`src/rtl/conv3x3_pkg.sv`:
```
// Shared widths, default kernel and output saturation for the 3x3 convolution filter.
// Loadable-kernel build is selected with CONV3X3_KERNEL_LOAD_EN (see conv3x3_kernel_regs).
package conv3x3_pkg;

   localparam int PIX_W  = 8;
   localparam int COEF_W = 8;
   localparam int PROD_W = 17;
   localparam int ROW_W  = 19;
   localparam int SUM_W  = 21;
   localparam int NTAPS  = 9;
   localparam int KERN_W = NTAPS * COEF_W;

   // Byte k holds element k (row k/3, col k%3); the default kernel sums to 16.
   localparam logic [KERN_W-1:0] DEFAULT_KERNEL = {
      8'sd1, 8'sd2, 8'sd1,
      8'sd2, 8'sd4, 8'sd2,
      8'sd1, 8'sd2, 8'sd1
   };

   function automatic logic [PIX_W-1:0] sat_u8(input logic signed [SUM_W-1:0] v);
      logic [PIX_W-1:0] r;
      if (v < 21'sd0) begin
         r = 8'd0;
      end else if (v > 21'sd255) begin
         r = 8'd255;
      end else begin
         r = v[PIX_W-1:0];
      end
      return r;
   endfunction

endpackage

```
`src/rtl/conv3x3_kernel_regs.sv`:
```
// Coefficient storage: shadow/active banks with an idle-gated commit when
// CONV3X3_KERNEL_LOAD_EN is defined, otherwise a constant default kernel.
module conv3x3_kernel_regs
   import conv3x3_pkg::*;
(
   input  logic              clk,
   input  logic              reset_n,
   input  logic              i_wr_en,
   input  logic [3:0]        i_wr_addr,
   input  logic [COEF_W-1:0] i_wr_data,
   input  logic              i_commit,
   input  logic              i_idle,
   output logic [KERN_W-1:0] o_kernel,
   output logic              o_pending
);

`ifdef CONV3X3_KERNEL_LOAD_EN
   logic [KERN_W-1:0] r_shadow;
   logic [KERN_W-1:0] r_active;
   logic              r_pending;

   // Swap only when nothing is in flight so no window ever sees a mixed kernel.
   always_ff @(posedge clk or negedge reset_n) begin
      if (!reset_n) begin
         r_shadow  <= DEFAULT_KERNEL;
         r_active  <= DEFAULT_KERNEL;
         r_pending <= 1'b0;
      end else begin
         if (i_wr_en && (i_wr_addr < 4'd9)) begin
            r_shadow[i_wr_addr*COEF_W +: COEF_W] <= i_wr_data;
         end
         if (r_pending && i_idle) begin
            r_active  <= r_shadow;
            r_pending <= 1'b0;
         end else if (i_commit) begin
            r_pending <= 1'b1;
         end
      end
   end

   assign o_kernel  = r_active;
   assign o_pending = r_pending;
`else
   logic w_unused;

   assign w_unused  = ^{clk, reset_n, i_wr_en, i_wr_addr, i_wr_data, i_commit, i_idle};
   assign o_kernel  = DEFAULT_KERNEL;
   assign o_pending = 1'b0;
`endif

endmodule

```
`src/rtl/conv3x3_filter.sv`:
```
// 4-stage 3x3 signed convolution with rounding, shift, saturation and a per-line done pulse.
// Runtime kernel loading is enabled by defining CONV3X3_KERNEL_LOAD_EN.
module conv3x3_filter
   import conv3x3_pkg::*;
#(
   parameter int IMAGE_WIDTH = 512,
   parameter int SHIFT       = 4
) (
   input  logic                    clk,
   input  logic                    reset_n,
   input  logic [NTAPS*PIX_W-1:0]  i_pixel_data,
   input  logic                    i_pixel_data_valid,
   input  logic                    i_kernel_wr_en,
   input  logic [3:0]              i_kernel_wr_addr,
   input  logic [COEF_W-1:0]       i_kernel_wr_data,
   input  logic                    i_kernel_commit,
   output logic [PIX_W-1:0]        o_conv_data,
   output logic                    o_conv_data_valid,
   output logic                    o_line_done,
   output logic                    o_kernel_pending
);

   localparam int CNT_W  = (IMAGE_WIDTH > 1) ? $clog2(IMAGE_WIDTH) : 1;
   localparam logic [CNT_W-1:0] CNT_MAX = CNT_W'(IMAGE_WIDTH - 1);
   localparam int RND_SH = (SHIFT > 0) ? (SHIFT - 1) : 0;
   localparam logic signed [SUM_W-1:0] ROUND = (SHIFT > 0) ? (21'sd1 <<< RND_SH) : 21'sd0;

   logic [KERN_W-1:0]        w_kernel;
   logic                     w_idle;
   logic signed [PROD_W-1:0] w_prod [NTAPS];
   logic signed [SUM_W-1:0]  w_shifted;

   logic signed [PROD_W-1:0] r_prod [NTAPS];
   logic signed [ROW_W-1:0]  r_row  [3];
   logic signed [SUM_W-1:0]  r_total;
   logic                     r_v1;
   logic                     r_v2;
   logic                     r_v3;
   logic [CNT_W-1:0]         r_cnt;

   assign w_idle = !i_pixel_data_valid && !r_v1 && !r_v2 && !r_v3 && !o_conv_data_valid;

   conv3x3_kernel_regs u_kernel_regs (
      .clk       (clk),
      .reset_n   (reset_n),
      .i_wr_en   (i_kernel_wr_en),
      .i_wr_addr (i_kernel_wr_addr),
      .i_wr_data (i_kernel_wr_data),
      .i_commit  (i_kernel_commit),
      .i_idle    (w_idle),
      .o_kernel  (w_kernel),
      .o_pending (o_kernel_pending)
   );

   // Pixels are unsigned, so a zero MSB makes them non-negative signed operands.
   always_comb begin
      for (int k = 0; k < NTAPS; k++) begin
         w_prod[k] = PROD_W'($signed({1'b0, i_pixel_data[k*PIX_W +: PIX_W]}))
                   * PROD_W'($signed(w_kernel[k*COEF_W +: COEF_W]));
      end
   end

   assign w_shifted = r_total >>> SHIFT;

   // Datapath and valid shift register, stages S1..S4.
   always_ff @(posedge clk or negedge reset_n) begin
      if (!reset_n) begin
         for (int k = 0; k < NTAPS; k++) begin
            r_prod[k] <= '0;
         end
         for (int r = 0; r < 3; r++) begin
            r_row[r] <= '0;
         end
         r_total           <= '0;
         r_v1              <= 1'b0;
         r_v2              <= 1'b0;
         r_v3              <= 1'b0;
         o_conv_data_valid <= 1'b0;
         o_conv_data       <= 8'd0;
      end else begin
         for (int k = 0; k < NTAPS; k++) begin
            r_prod[k] <= w_prod[k];
         end
         for (int r = 0; r < 3; r++) begin
            r_row[r] <= ROW_W'(r_prod[3*r]) + ROW_W'(r_prod[3*r+1]) + ROW_W'(r_prod[3*r+2]);
         end
         r_total <= SUM_W'(r_row[0]) + SUM_W'(r_row[1]) + SUM_W'(r_row[2]) + ROUND;
         r_v1              <= i_pixel_data_valid;
         r_v2              <= r_v1;
         r_v3              <= r_v2;
         o_conv_data_valid <= r_v3;
         if (r_v3) begin
            o_conv_data <= sat_u8(w_shifted);
         end
      end
   end

   // Output pixel counter; the done pulse rides with the last output of each line.
   always_ff @(posedge clk or negedge reset_n) begin
      if (!reset_n) begin
         r_cnt       <= '0;
         o_line_done <= 1'b0;
      end else begin
         o_line_done <= 1'b0;
         if (r_v3) begin
            if (r_cnt == CNT_MAX) begin
               r_cnt       <= '0;
               o_line_done <= 1'b1;
            end else begin
               r_cnt <= r_cnt + 1'b1;
            end
         end
      end
   end

endmodule
```
`config.mk`:
```
export PLATFORM = sky130hd
export DESIGN_NAME = conv3x3_filter
export DESIGN_NICKNAME = d
export VERILOG_FILES = /design/src/rtl/conv3x3_pkg.sv /design/src/rtl/conv3x3_kernel_regs.sv /design/src/rtl/conv3x3_filter.sv
export SDC_FILE = /design/constraint.sdc
export NUM_CORES = 1
export LEC_CHECK = 0
export ABC_AREA = 0
export CAP_MARGIN = 20
export CORE_ASPECT_RATIO = 0.9
export CORE_MARGIN = 2
export CORE_UTILIZATION = 45
export DETAILED_ROUTE_END_ITERATION = 6
export GPL_ROUTABILITY_DRIVEN = 0
export GPL_TIMING_DRIVEN = 0
export HOLD_SLACK_MARGIN = 0.1
export PLACE_DENSITY = 0.68
export SLEW_MARGIN = 10
export SYNTH_ARGS = -nofsm -noshare
export SYNTH_HDL_FRONTEND = slang
export SYNTH_HIERARCHICAL = 1
export SYNTH_SLANG_ARGS = --single-unit
```
`constraint.sdc`:
```
create_clock -name clk -period 6.11 [get_ports clk]
set_clock_uncertainty 0.2 [all_clocks]
set_input_delay 0.9165 -clock clk [delete_from_list [all_inputs] [get_ports clk]]
set_output_delay 0.9165 -clock clk [all_outputs]
set_load 0.01 [all_outputs]
```
==> out/metrics.cfg, run 1 <==
[clock_network]
max-clock-path-buffers = 3
cts_tree = done
cts_made_buffers = 27
cts_setup_buffers = 0
clk_pin_slew_ps = 60
clkSinkCount = 249
cts_resized = 0
htreeDepth = 1
ctsHoldBuffers = 0
clock_latency_ps = 550
root_buffer = clkbuf_16

[worst_hold_path]
hp-class = primary input to asynchronous set/reset pin

[pwr]
peakVddDrop_mv = 0.469
total_leakage_power_nw = 18.2
powerDensity_nw_per_um2 = 509

[timing]
grt_setup_unrepaired = no
min_period_ps = 3890
post-route-period-util_pct = 63.7
slew_viol_final = 0
fmax_ghz = 0.257
hold_violations = 0
slew_headroom_pct = 62.3
setup_viol = 0
setup_tns_ps = 0
tightest_slew_ps = 562

[setup_path]
critPathCapture = r_total[20]
end_kind = flop
crit_cells = 11
path_delay_family = compound AO/OA/AOI/OAI gates
crit_fanout = 4
r2r-start = r_row[2]
ff2ff_setup_slack_ps = 2220
critPathArrivalTime_ps = 4060
max_stage_delay_ps = 480
reg2reg_depth = 11
reg2reg_to = r_total[20]
crit_path_start_kind = flop
crit_chain = fa_1 > fa_1 > ha_1 > a21oi_1 > o21ai_1 > a211oi_2 > o21ba_2 > nor3_1 > nor3_1 > a2111oi_0 > a311oi_1
critPathBufInv = 0
worstSetupPathType = flop to flop
crit_slowest_cell = a311oi_1
crit_path_start = r_row[2]
critical_path_required_ps = 6280

[die]
die_w_microns = 282
die_area_sq_um = 71600
core.rowCount = 91
start_util_pct = 45.5
ios = 100
core_area_sq_um = 68700
die_h_microns = 254

[global_route]
grt_pass1_vias = 21486
track_usage_pct = 17.5
antenna_found_initial = 3
grt_overflow = 0
grt_pass1_wl_microns = 103000
grt_max_degree = 106

[logic_synthesis]
syn_area_sq_um = 31200
syn_inst = 3152
syn_area_per_cell_sq_um = 9.91
ys_warn_count = 6

[routing]
antenna_left = 0
viasPerCell = 4.79
avgRoutedWirePerCell_microns = 13.6
post-route-drc-count = 0
first_pass_iters = 5
vias = 20527
first_iter_violations = 1017
drt-total-wl_microns = 58500

[final_layout]
fin_util_pct = 50.2
n_fill_cell = 6276
drive_gt1_share_pct = 4.26
finish.instance_area_sq_um = 34500
final_nets = 4308
area_delta_synth_final_pct = 10.4
diodes = 0

[job]
maxCapViolCount = 0

[outcome]
status = completed

[placed_design]
portBuffers = 84
dpl_cell_area_sq_um = 33600
dpl.hpwl_microns = 49400

-- placed cells by master, fill, tap and decap left out, types with 8 or more instances in the layout --
master / instances
inv_1: 564
ha_1: 476
fa_1: 405
and2_1: 380
dfrtp_1: 249
nand2_1: 191
nor2_1: 134
xnor2_1: 120
a21oi_1: 104
clkdlybuf4s50_1: 83
buf_4: 73
conb_1: 73
o21ai_0: 51
nor3_1: 40
nand2b_1: 37
a21o_1: 36
xor2_1: 35
nor2b_1: 33
nand3_1: 31
clkbuf_16: 27
o21bai_1: 16
o21a_1: 14
nand4_1: 13
o31ai_1: 12
and3_1: 11
clkbuf_1: 10
o211ai_1: 10
a31oi_1: 8
or3_1: 8
-- per-layer routing --
| metal | wire, microns | global-route usage, % | vias to the layer above |
|---|---|---|---|
| met3 | 1840 | 2.13 | 65 |
| met4 | 912 | 2.87 | 4 |
| li1 | - | - | 10232 |
| met5 | 30 | 0 | - |
| met1 | 28900 | 25.5 | 10008 |
| met2 | 26800 | 28.4 | 218 |
-- worst min-delay path by stage --
stage,start,cells past startpoint,slack (ps),to
3_5_place_dp,r_v1,0,130,r_v2
4_1_cts,reset_n,1,120,r_cnt[3]
6_report,reset_n,1,120,r_cnt[3]
3_3_place_gp,r_v1,0,140,r_v2
2_1_floorplan,r_v1,0,130,r_v2
5_1_grt,reset_n,1,140,o_line_done
-- registers in the layout (all words and copies together), names as in the netlist --
| register | count |
|---|---|
| r_prod | 153 |
| r_row | 57 |
| r_total | 17 |
| r_cnt | 9 |
| o_conv_data | 8 |
| o_conv_data_valid | 1 |
| o_line_done | 1 |
| r_v1 | 1 |
| r_v2 | 1 |
| r_v3 | 1 |
-- worst register-to-register path, cell delays in order (launching register included) --
cell and delay [ps]:
dfrtp_1 400, fa_1 460, fa_1 420, ha_1 350, a21oi_1 140, o21ai_1 120, a211oi_2 310, o21ba_2 230
nor3_1 70, nor3_1 380, a2111oi_0 180, a311oi_1 480
-- area by class of cell --
class                           instances  area [sq um]  share of cell area (%)
Multi-Input combinational cell       2326         22600                    65.5
Sequential cell                       249          6230                    18.1
Inverter                              566          2120                    6.16
Tap cell                              930          1160                    3.37
Timing Repair Buffer                   86           901                    2.61
Clock buffer                           35           756                    2.19
Buffer                                 82           582                    1.69
Clock inverter                         12           154                   0.446
-- through the flow --
| step | setup WS, ps | hold WS [ps] | power, mW | cells |
|---|---|---|---|---|
| after floorplan | 2590 | 131 | 13.0 | 3223 |
| after CTS | 2220 | 118 | 17.0 | 4286 |
| after global routing | 1950 | 144 | 19.7 | 4286 |
| final | 2220 | 117 | 17.6 | 4286 |
| after global placement | -6300 | 136 | 15.1 | 4237 |
| after detailed placement | 1800 | 135 | 15.2 | 4239 |
-- power by group --
| group | internal [mW] | switching [mW] | total (mW) | leakage (nW) |
|---|---|---|---|---|
| clock | 0.997 | 0.660 | 1.66 | 0.440 |
| combinational | 5.84 | 6.99 | 12.8 | 14.9 |
| sequential | 2.59 | 0.484 | 3.08 | 2.95 |
| total | 9.43 | 8.13 | 17.6 | 18.2 |
(Power assumes the default switching activity.)
==> inputs of run 2 (changes only) <==
--- a/config.mk
+++ b/config.mk
@@ -14,7 +14,7 @@
 export GPL_ROUTABILITY_DRIVEN = 0
 export GPL_TIMING_DRIVEN = 0
 export HOLD_SLACK_MARGIN = 0.1
-export PLACE_DENSITY = 0.68
+export PLACE_DENSITY = 0.71
 export SLEW_MARGIN = 10
 export SYNTH_ARGS = -nofsm -noshare
 export SYNTH_HDL_FRONTEND = slang
==> constraint.sdc (replaced) <==
create_clock -name clk -period 3.4 [get_ports clk]
set_clock_uncertainty 0.2 [all_clocks]
set_input_delay 0.51 -clock clk [delete_from_list [all_inputs] [get_ports clk]]
set_output_delay 0.51 -clock clk [all_outputs]
set_load 0.01 [all_outputs]
==> run 2 against run 1 <==
  * Via count rose by 0.88%
  * Sequential share of layout area is 0.12 points lower
  * Cell count grew 0.26%
  * Utilization is 0.33 points higher
  * Hold slack better by 37 ps
  * First-iteration DRC count decreased by 1.7%
  * Die area did not move
  * Worst setup slack lost 2100 ps
  * Power increased by 87%
  * Combinational power rose by 90%
==> out/metrics.cfg, run 2 (synthesized netlist as in run 1, its figures left out) <==
[placed_design]
dpl.hpwl_microns = 49000
portBuffers = 84
placed_cells = 4239
dpl_cell_area_sq_um = 33600
post-place-ws_ps = -463

[die]
die_area_sq_um = 71600
die_h_microns = 254
core.rowCount = 91
ios = 100
core_area_sq_um = 68700
start_util_pct = 45.5
die_w_microns = 282

[final_layout]
largest_reg_flops = 153
reg_top3 = r_prod x153, r_row x57, r_total x17
fin_util_pct = 50.6
final_common_cell = inv_1
final_cell_mix = 564 x inv_1, 473 x ha_1, 402 x fa_1
area_delta_synth_final_pct = 11.1
finish.instance_area_sq_um = 34700
drive_gt1_share_pct = 5.02
largest-register = r_prod
diodes = 0
final_nets = 4317
instances_no_fill = 4297

[global_route]
track_usage_pct = 17.4
grt_overflow = 0
antenna_found_initial = 1
grt_max_degree = 107
grt_pass1_vias = 21473
grt_pass1_wl_microns = 103000

[setup_path]
crit_slowest_cell = clkdlybuf4s50_1
crit_chain = clkdlybuf4s50_1 > and2_1 > fa_1 > fa_1 > fa_1 > inv_1 > fa_1 > inv_1 > ha_1 > xnor2_1
path_common_cell = fa_1
critical_path_required_ps = 3620
crit_path_start_kind = primary input
critPathBufInv = 3
crit_fanout = 8
critPathArrivalTime_ps = 3550
path_delay_family = adder cells
end_kind = flop
max_stage_delay_ps = 520
worstSetupPathType = primary input to flop

[timing]
slew_headroom_pct = 56.8
fmax_ghz = 0.301
slew_viol_final = 0
hold_violations = 0
setup_slack_ps = 73.8
setup_viol = 0
post-route-period-util_pct = 97.8
hold_slack_ps = 154
min_period_ps = 3330
tightest_slew_ps = 640
setup_tns_ps = 0

[routing]
first_iter_violations = 1000
avgRoutedWirePerCell_microns = 13.6
first_pass_iters = 5
antenna_left = 0
post-route-drc-count = 0
drt-total-wl_microns = 58500
vias = 20708
viasPerCell = 4.82

[pwr]
p_clk_share_pct = 9.2
finalPower_mw = 32.8
intPower_mw = 17.7
switching_share_pct = 46.0
p_comb_share_pct = 74.0
powerDensity_nw_per_um2 = 946
seqPwrFrac_pct = 16.8
peakVddDrop_mv = 0.915
p_switching_mw = 15.1
total_leakage_power_nw = 18.3

[worst_hold_path]
hp-class = flop to flop

[outcome]
status = completed

[job]
maxCapViolCount = 0

[clock_network]
clk_pin_slew_ps = 60
cts_made_buffers = 26
clkSinkCount = 249
htreeDepth = 1
cts_tree = done
max-clock-path-buffers = 3
root_buffer = clkbuf_16
clock_latency_ps = 550

==> run 2: layout make-up <==
cell class,instances,area [sq um]
Timing Repair Buffer,96,981
Inverter,566,2120
Tap cell,930,1160
Fill cell,6145,33900
Clock buffer,35,736
Sequential cell,249,6230
Buffer,82,582
Clock inverter,13,185
Multi-Input combinational cell,2326,22700
==> run 2: power groups by stage <==
| stage | clock (mW) | combinational, mW | sequential, mW |
|---|---|---|---|
| after floorplan | 0 | 18.2 | 5.25 |
| after global placement | 0 | 21.4 | 5.58 |
| after detailed placement | 0 | 21.7 | 5.58 |
| after CTS | 3.06 | 22.8 | 5.55 |
| after global routing | 3.21 | 27.7 | 5.68 |
| final | 3.01 | 24.3 | 5.52 |
==> run 2: final timing paths <==
path | end | slack, ps | startpoint | cells after the start
max | r_prod[77] | 70 | i_pixel_data[39] | 10
min | r_v3 | 150 | r_v2 | 0
max reg2reg | r_total[20] | 90 | r_row[2] | 11
min reg2reg | r_v3 | 150 | r_v2 | 0
max in group asynchronous | r_prod[23] | 1690 | reset_n | 3
min in group asynchronous | r_v1 | 350 | reset_n | 2
==> run 2: repair_timing <==
action | in CTS | in global routing
hold endpoints to repair | 75 | 0
cloned | 0 | 0
setup buffers | 4 | 5
resized for setup | 16 | 14
endpoints found under the setup margin | 4 | 14
pin swaps | 6 | 6
hold buffers | 1 | 0
==> run 2: per-layer routing <==
metal | track usage (%) | up-vias | wire length [microns]
met5 | 0 | - | 13
met4 | 2.11 | 2 | 643
met3 | 1.72 | 49 | 1570
met2 | 29.1 | 231 | 27400
met1 | 25.2 | 10185 | 28900
li1 | - | 10241 | -
==> inputs of run 3 (changes only) <==
--- a/config.mk
+++ b/config.mk
@@ -13,7 +13,6 @@
 export DETAILED_ROUTE_END_ITERATION = 6
 export GPL_ROUTABILITY_DRIVEN = 0
 export GPL_TIMING_DRIVEN = 0
-export HOLD_SLACK_MARGIN = 0.1
 export PLACE_DENSITY = 0.71
 export SLEW_MARGIN = 10
 export SYNTH_ARGS = -nofsm -noshare
==> results of run 3 <==
The final DEF is identical to that of run 2; final timing and power are the same.
